===== src/rtl/word_tx.sv =====
// Serial word transmitter: valid/ready parallel load, start/data/stop framing.
// Define WORD_TX_PARITY_EN to add an even-parity bit between the data and the stop bit.
//
// state  | meaning
// IDLE   | line high, in_ready=1, waiting for in_valid
// START  | start bit (sout=0)
// DATA   | WIDTH data bits, order set by LSB_FIRST
// PARITY | even parity of the captured word (WORD_TX_PARITY_EN only)
// STOP   | stop bit (sout=1), done pulse

module word_tx #(
  parameter int WIDTH     = 32,
  parameter bit LSB_FIRST = 1'b1
) (
  input  logic             clk,
  input  logic             reset_n,
  input  logic             in_valid,
  input  logic [WIDTH-1:0] in_data,
  output logic             in_ready,
  output logic             sout,
  output logic             sframe,
  output logic             done
);

  localparam int CW = $clog2(WIDTH);
  localparam logic [CW-1:0] LAST = CW'(WIDTH - 1);

`ifdef WORD_TX_PARITY_EN
  typedef enum logic [2:0] {IDLE, START, DATA, PARITY, STOP} state_t;
`else
  typedef enum logic [2:0] {IDLE, START, DATA, STOP} state_t;
`endif

  state_t           state;
  logic [CW-1:0]    cnt;
  logic [WIDTH-1:0] shreg;
  logic             cur_bit;
  logic [WIDTH-1:0] shifted;

`ifdef WORD_TX_PARITY_EN
  logic par;
`endif

  // The outgoing bit always sits at the shift-out end of shreg.
  assign cur_bit = LSB_FIRST ? shreg[0] : shreg[WIDTH-1];
  assign shifted = LSB_FIRST ? {1'b0, shreg[WIDTH-1:1]} : {shreg[WIDTH-2:0], 1'b0};

  always_ff @(posedge clk or negedge reset_n) begin
    if (!reset_n) begin
      state    <= IDLE;
      cnt      <= '0;
      shreg    <= '0;
      in_ready <= 1'b1;
      sout     <= 1'b1;
      sframe   <= 1'b0;
      done     <= 1'b0;
`ifdef WORD_TX_PARITY_EN
      par      <= 1'b0;
`endif
    end else begin
      case (state)
        IDLE: begin
          if (in_valid && in_ready) begin
            state    <= START;
            shreg    <= in_data;
            cnt      <= '0;
            in_ready <= 1'b0;
            sout     <= 1'b0;
            sframe   <= 1'b1;
`ifdef WORD_TX_PARITY_EN
            par      <= ^in_data;
`endif
          end
        end
        START: begin
          state <= DATA;
          sout  <= cur_bit;
          shreg <= shifted;
          cnt   <= '0;
        end
        DATA: begin
          if (cnt == LAST) begin
`ifdef WORD_TX_PARITY_EN
            state <= PARITY;
            sout  <= par;
`else
            state <= STOP;
            sout  <= 1'b1;
            done  <= 1'b1;
`endif
          end else begin
            cnt   <= cnt + 1'b1;
            sout  <= cur_bit;
            shreg <= shifted;
          end
        end
`ifdef WORD_TX_PARITY_EN
        PARITY: begin
          state <= STOP;
          sout  <= 1'b1;
          done  <= 1'b1;
        end
`endif
        STOP: begin
          state    <= IDLE;
          sout     <= 1'b1;
          sframe   <= 1'b0;
          done     <= 1'b0;
          in_ready <= 1'b1;
        end
        default: begin
          state    <= IDLE;
          sout     <= 1'b1;
          sframe   <= 1'b0;
          done     <= 1'b0;
          in_ready <= 1'b1;
        end
      endcase
    end
  end

endmodule


===== config.mk =====
export PLATFORM = sky130hd
export DESIGN_NAME = word_tx
export DESIGN_NICKNAME = d
export VERILOG_FILES = /design/src/rtl/word_tx.sv
export SDC_FILE = /design/constraint.sdc
export NUM_CORES = 1
export LEC_CHECK = 0
export ABC_AREA = 1
export BUFFER_PORTS_ARGS = -buffer_cell sky130_fd_sc_hd__buf_2
export CORE_MARGIN = 5
export CORE_UTILIZATION = 55
export CTS_CLUSTER_DIAMETER = 80
export DETAILED_ROUTE_END_ITERATION = 10
export PLACE_DENSITY = 0.79
export SLEW_MARGIN = 30
export SYNTH_ARGS = -nofsm -noshare
export SYNTH_HDL_FRONTEND = slang
export SYNTH_SLANG_ARGS = --single-unit

===== constraint.sdc =====
create_clock -name clk -period 2.11 [get_ports clk]
set_clock_uncertainty 0.1 [all_clocks]
set_input_delay 0.422 -clock clk [delete_from_list [all_inputs] [get_ports clk]]
set_output_delay 0.422 -clock clk [all_outputs]
set_load 0.02 [all_outputs]

Word-level counts from Yosys, hierarchy flattened

Index checks and enable logic that the tools add are counted.

Reductions and logical operators: 9
$add $sub $neg: 1
Eq/ne operators: 6
Bitwise gates (word level): 2
Multiplexer cells: 17

Operator list:

| kind                  | number |
|---|---|
| $pmux W32 S3          | 1 |
| $mux W32              | 2 |
| $pmux W5 S3           | 1 |
| $mux W5               | 2 |
| $pmux W3 S3           | 1 |
| $mux W3               | 2 |
| $ne A2 B2 Y1 const B  | 3 |
| $pmux W1 S2           | 3 |
| $reduce_and A2 Y1     | 3 |
| $add A5 B1 Y5 const B | 1 |
| $eq A5 B5 Y1 const B  | 1 |
| $mux W1               | 4 |
| $reduce_or A2 Y1      | 2 |
| $eq A3 B1 Y1 const B  | 1 |
| $eq A3 B2 Y1 const B  | 1 |
| $logic_not A3 Y1      | 1 |
| $pmux W1 S3           | 1 |
| $reduce_and A3 Y1     | 1 |
| $reduce_bool A3 Y1    | 1 |
| $not A1 Y1            | 2 |
| $logic_and A1 B1 Y1   | 1 |

Logic and storage cells: 42
Bits of input ports: 35
Register bits: 44
Output and inout bits: 4

Longest topological paths before layout

Depth in word-level cells: 4
Gate-level depth with buffers: 9
Gate-level depth less buffers: 8

Worst setup path before layout

Ideal clock, no wire load.

Kind: flip-flop to flip-flop
From: reg cnt[0]
To: reg shreg[30]
Stages on the path, launching flop included: 10
Data arrival time: 1.566 ns
Path buffers: 2
Slack: 0.327 ns
Cell sequence: dfrtp_1 -> ha_1 -> and3_1 -> ha_1 -> a21oi_4 -> nand2_2 -> buf_6 -> buf_6 -> nand2_1 -> nand2_1

Longest elaborated chain between the ends: 3

Ends and longest elaborated chain:

| item                        | line | text |
|---|---|---|
| from (decl)                 | 35   | `logic [CW-1:0] cnt;` |
| from (signal assigned)      | 92   | `cnt <= cnt + 1'b1;` |
| $eq A5 B5 Y1                | 82   | `if (cnt == LAST) begin` |
| $ne A2 B2 Y1 (no line)      | -    |  |
| $reduce_and A3 Y1 (no line) | -    |  |
| to (signal assigned)        | 65   | `shreg <= in_data;` |
| to (signal assigned)        | 78   | `shreg <= shifted;` |
| to (signal assigned)        | 94   | `shreg <= shifted;` |
| to (decl)                   | 36   | `logic [WIDTH-1:0] shreg;` |

Every way passes these cells.
A chain may end at the register's enable or synchronous reset.

Final worst setup path

From: reg cnt[0]
To: reg cnt[3]

Longest elaborated chain between the ends: 3

Ends and longest elaborated chain:

| item                                             | line |
|---|---|
| $add A5 B1 Y5 or $eq A5 B5 Y1 (tied branches)    | 92, 82 |
| $mux W5 or $ne A2 B2 Y1 (tied branches)          | - |
| $pmux W5 S3 or $reduce_and A3 Y1 (tied branches) | - |

Several ways; a longest one is shown, not always the timed one. The select of a mux whose other input is x is not followed.

==> impl_metrics.json <==
{
  "p_per_area_nw_per_um2": 1740,
  "antenna_left": 0,
  "final_cells": 395,
  "place_inst": 387,
  "start_util_pct": 56.0,
  "diodes": 0,
  "rsz0062_at_grt": "false",
  "grt.overflow.total": 0,
  "fmax_ghz": 0.516,
  "synth-compound-area-share_pct": 4.31,
  "fin_crit_sh_pct": 91.9,
  "layout_common_cells": "198 x nand2_1, 41 x dfrtp_1, 38 x buf_2",
  "crit_path_end_kind": "register",
  "syn_avg_cell_area_um2": 7.26,
  "met1Wirelength_um": 2000,
  "layout_commonest_cell": "nand2_1",
  "synthAdderAreaFrac_pct": 3.40,
  "finalSetupTns_ns": 0,
  "grt_util_all_layers_pct": 18.8,
  "slew_headroom_pct": 65.2,
  "critPathRequiredTime_ns": 2.18,
  "numCtsBuffers": 5,
  "grt_pass1_wl_um": 7920,
  "cp_slowest_cell": "dfrtp_1",
  "hold_viol": 15,
  "finalSetupViolCount": 0,
  "irDropWorstVdd_v": 0.000863,
  "netlist_instances": 304,
  "num_rows": 23,
  "swShare_pct": 45.0,
  "die_y_um": 73.3,
  "rr_startpoint": "cnt[0]$_DFFE_PN0P_",
  "critical_path_buf_inv_count": 1,
  "critical_path_class": "register to register",
  "drt_wl_total_um": 4430,
  "routed_via_density": 4.81,
  "ys_ff_latch": 43,
  "grt_max_degree": 40,
  "p_int_uw": 2460,
  "crit_arrival_ns": 2.01,
  "htreeDepth": 2,
  "synth_mux_area_share_pct": 0,
  "yosysWarnings": 0,
  "finalCriticalPeriod_ns": 1.94,
  "cpMostUsedCell": "ha_1",
  "hpwlAfterDp_um": 3090,
  "crit_path_max_fanout": 39,
  "wl_met2_um": 2180,
  "pwr-share-clk_pct": 14.0,
  "die_x_um": 73.3,
  "cp-start-kind": "register",
  "antenna_found_initial": 0,
  "switching_power_uw": 2010,
  "cts_tree": "done",
  "startpoint": "cnt[0]$_DFFE_PN0P_",
  "syn-num-nets": 345,
  "holdWs_ns": -0.00944,
  "place.gp.congestion": 0.851,
  "cpPeakStageDelay_ns": 0.42,
  "io_buffer_count": 38,
  "drv_slew": 0,
  "wl_per_cell_um": 11.2,
  "dieArea_um2": 5380,
  "clk_path_buf_depth": 2,
  "root_buffer": "clkbuf_8",
  "ys_types": 22,
  "synthToLayoutAreaGrowth_pct": 16.7,
  "cts_sinks": 43,
  "max_cap_violations": 0,
  "drive_gt1_share_pct": 17.1,
  "nNetsFinal": 385,
  "worst_pin_slew_ns": 0.522,
  "dr.max_layer_used": "met4",
  "vias": 1901,
  "synthXorXnorAreaFrac_pct": 0.397,
  "combPwrFrac_pct": 54.1,
  "synthSimpleGateAreaFrac_pct": 36.6,
  "leakage_uw": 0.00151,
  "drtIter0Drc": 74,
  "clkTransAtPathRegs_ns": 0.08,
  "seq_power_share_pct": 31.9,
  "ios": 39,
  "crit_chain": "ha_1, and3_1, ha_1, a21oi_4, nand2_2, buf_6, nand2_1, o21ai_0",
  "violations": "hold timing",
  "min_path_type": "input port to asynchronous set/reset pin",
  "clock_latency_ns": 0.30,
  "synth_area_um2": 2210,
  "status": "finished with violations",
  "ys_seq_area_share_pct": 48.9,
  "wl_met3_um": 166,
  "cp_top_family": "adder cells",
  "grt_pass1_vias": 1878,
  "drc": 0,
  "core_area_um2": 3940,
  "synth_top_family_by_area": "simple AND/OR/NAND/NOR gates",
  "first_pass_iters": 4
}
## flip-flops by register name, summed over array words and instances, names as in the netlist
| register | cells |
|---|---|
| in_ready | 1 |
| state | 2 |
| sout | 1 |
| sframe | 1 |
| done | 1 |
| shreg | 32 |
| cnt | 5 |
## path summary, 6_finish.rpt
kind	to	slack, ns	cells past startpoint
max	cnt[3]$_DFFE_PN0P_	0.17	8
min	shreg[15]$_DFFE_PN0P_	-0.009	1
max reg2reg	cnt[3]$_DFFE_PN0P_	0.17	8
min reg2reg	shreg[7]$_DFFE_PN0P_	0.38	2
max in group asynchronous	sout$_DFFE_PN1P_	1.33	2
min in group clk	shreg[31]$_DFFE_PN0P_	0.29	3
## kinds of logic after synthesis
family / after synthesis
AO/OA/AOI/OAI: 16
XOR/XNOR: 1
adder cells (fa/ha/maj): 6
buffers and inverters: 27
flip-flops: 43
AND/OR/NAND/NOR: 211
## metal layers
layer | global-route usage (%) | vias to the layer above
li1 | - | 999
met1 | 23.7 | 862
met2 | 31.8 | 32
met3 | 4.38 | 8
met4 | 6.24 | 0
met5 | 0 | -
## layout make-up
type                    instances  area [um2]
repair buffers                 48         294
flip-flops and latches         43        1080
inverters                      12        47.5
fillers                       366        1370
multi-input cells             234         986
clock inverters                 1        30.0
clock buffers                   7        76.3
well taps                      50        62.6
## cell usage after synthesis
master	count	area share (%)
inv_2	1	0.17
a21oi_4	1	0.74
nand4_1	2	0.57
a21oi_1	1	0.23
clkbuf_1	3	0.51
buf_6	3	1.5
dfstp_2	2	2.4
nand2_1	198	34
nand2_2	1	0.28
nor3_1	1	0.23
xor2_1	1	0.40
buf_2	6	1.4
nand3_1	3	0.68
o22ai_1	1	0.28
and3_1	1	0.28
nor2_1	5	0.85
dfrtp_1	41	46
o21bai_1	1	0.34
inv_1	11	1.9
o21ai_0	12	2.7
buf_4	3	1.0
ha_1	6	3.4
## power groups by stage
| stage | clock network, uW | registers (uW) | logic [uW] |
|---|---|---|---|
| floorplan | 0 | 1440 | 1850 |
| global placement | 0 | 1420 | 2360 |
| detailed placement | 0 | 1430 | 2410 |
| CTS | 640 | 1420 | 2430 |
| global route | 681 | 1470 | 2830 |
| finish | 627 | 1420 | 2420 |
## per-stage QoR
step	setup slack [ns]	cell area (um2)	hold WS (ns)	utilization (%)	total power (uW)
after floorplan	0.327	2210	0.0264	-	3290
after global placement	0.224	2460	0.321	62.5	3780
after detailed placement	0.146	2460	0.326	62.5	3850
after CTS	0.107	2570	0.00898	65.2	4490
after global routing	0.0338	2570	0.0206	65.3	4970
final	0.171	2570	-0.00944	65.3	4470
## what timing repair did
item	in CTS	in global routing
setup buffers	0	0
hold buffers	0	0
setup endpoints to repair	0	2
resized for setup	0	2
(Power assumes the default switching activity.)
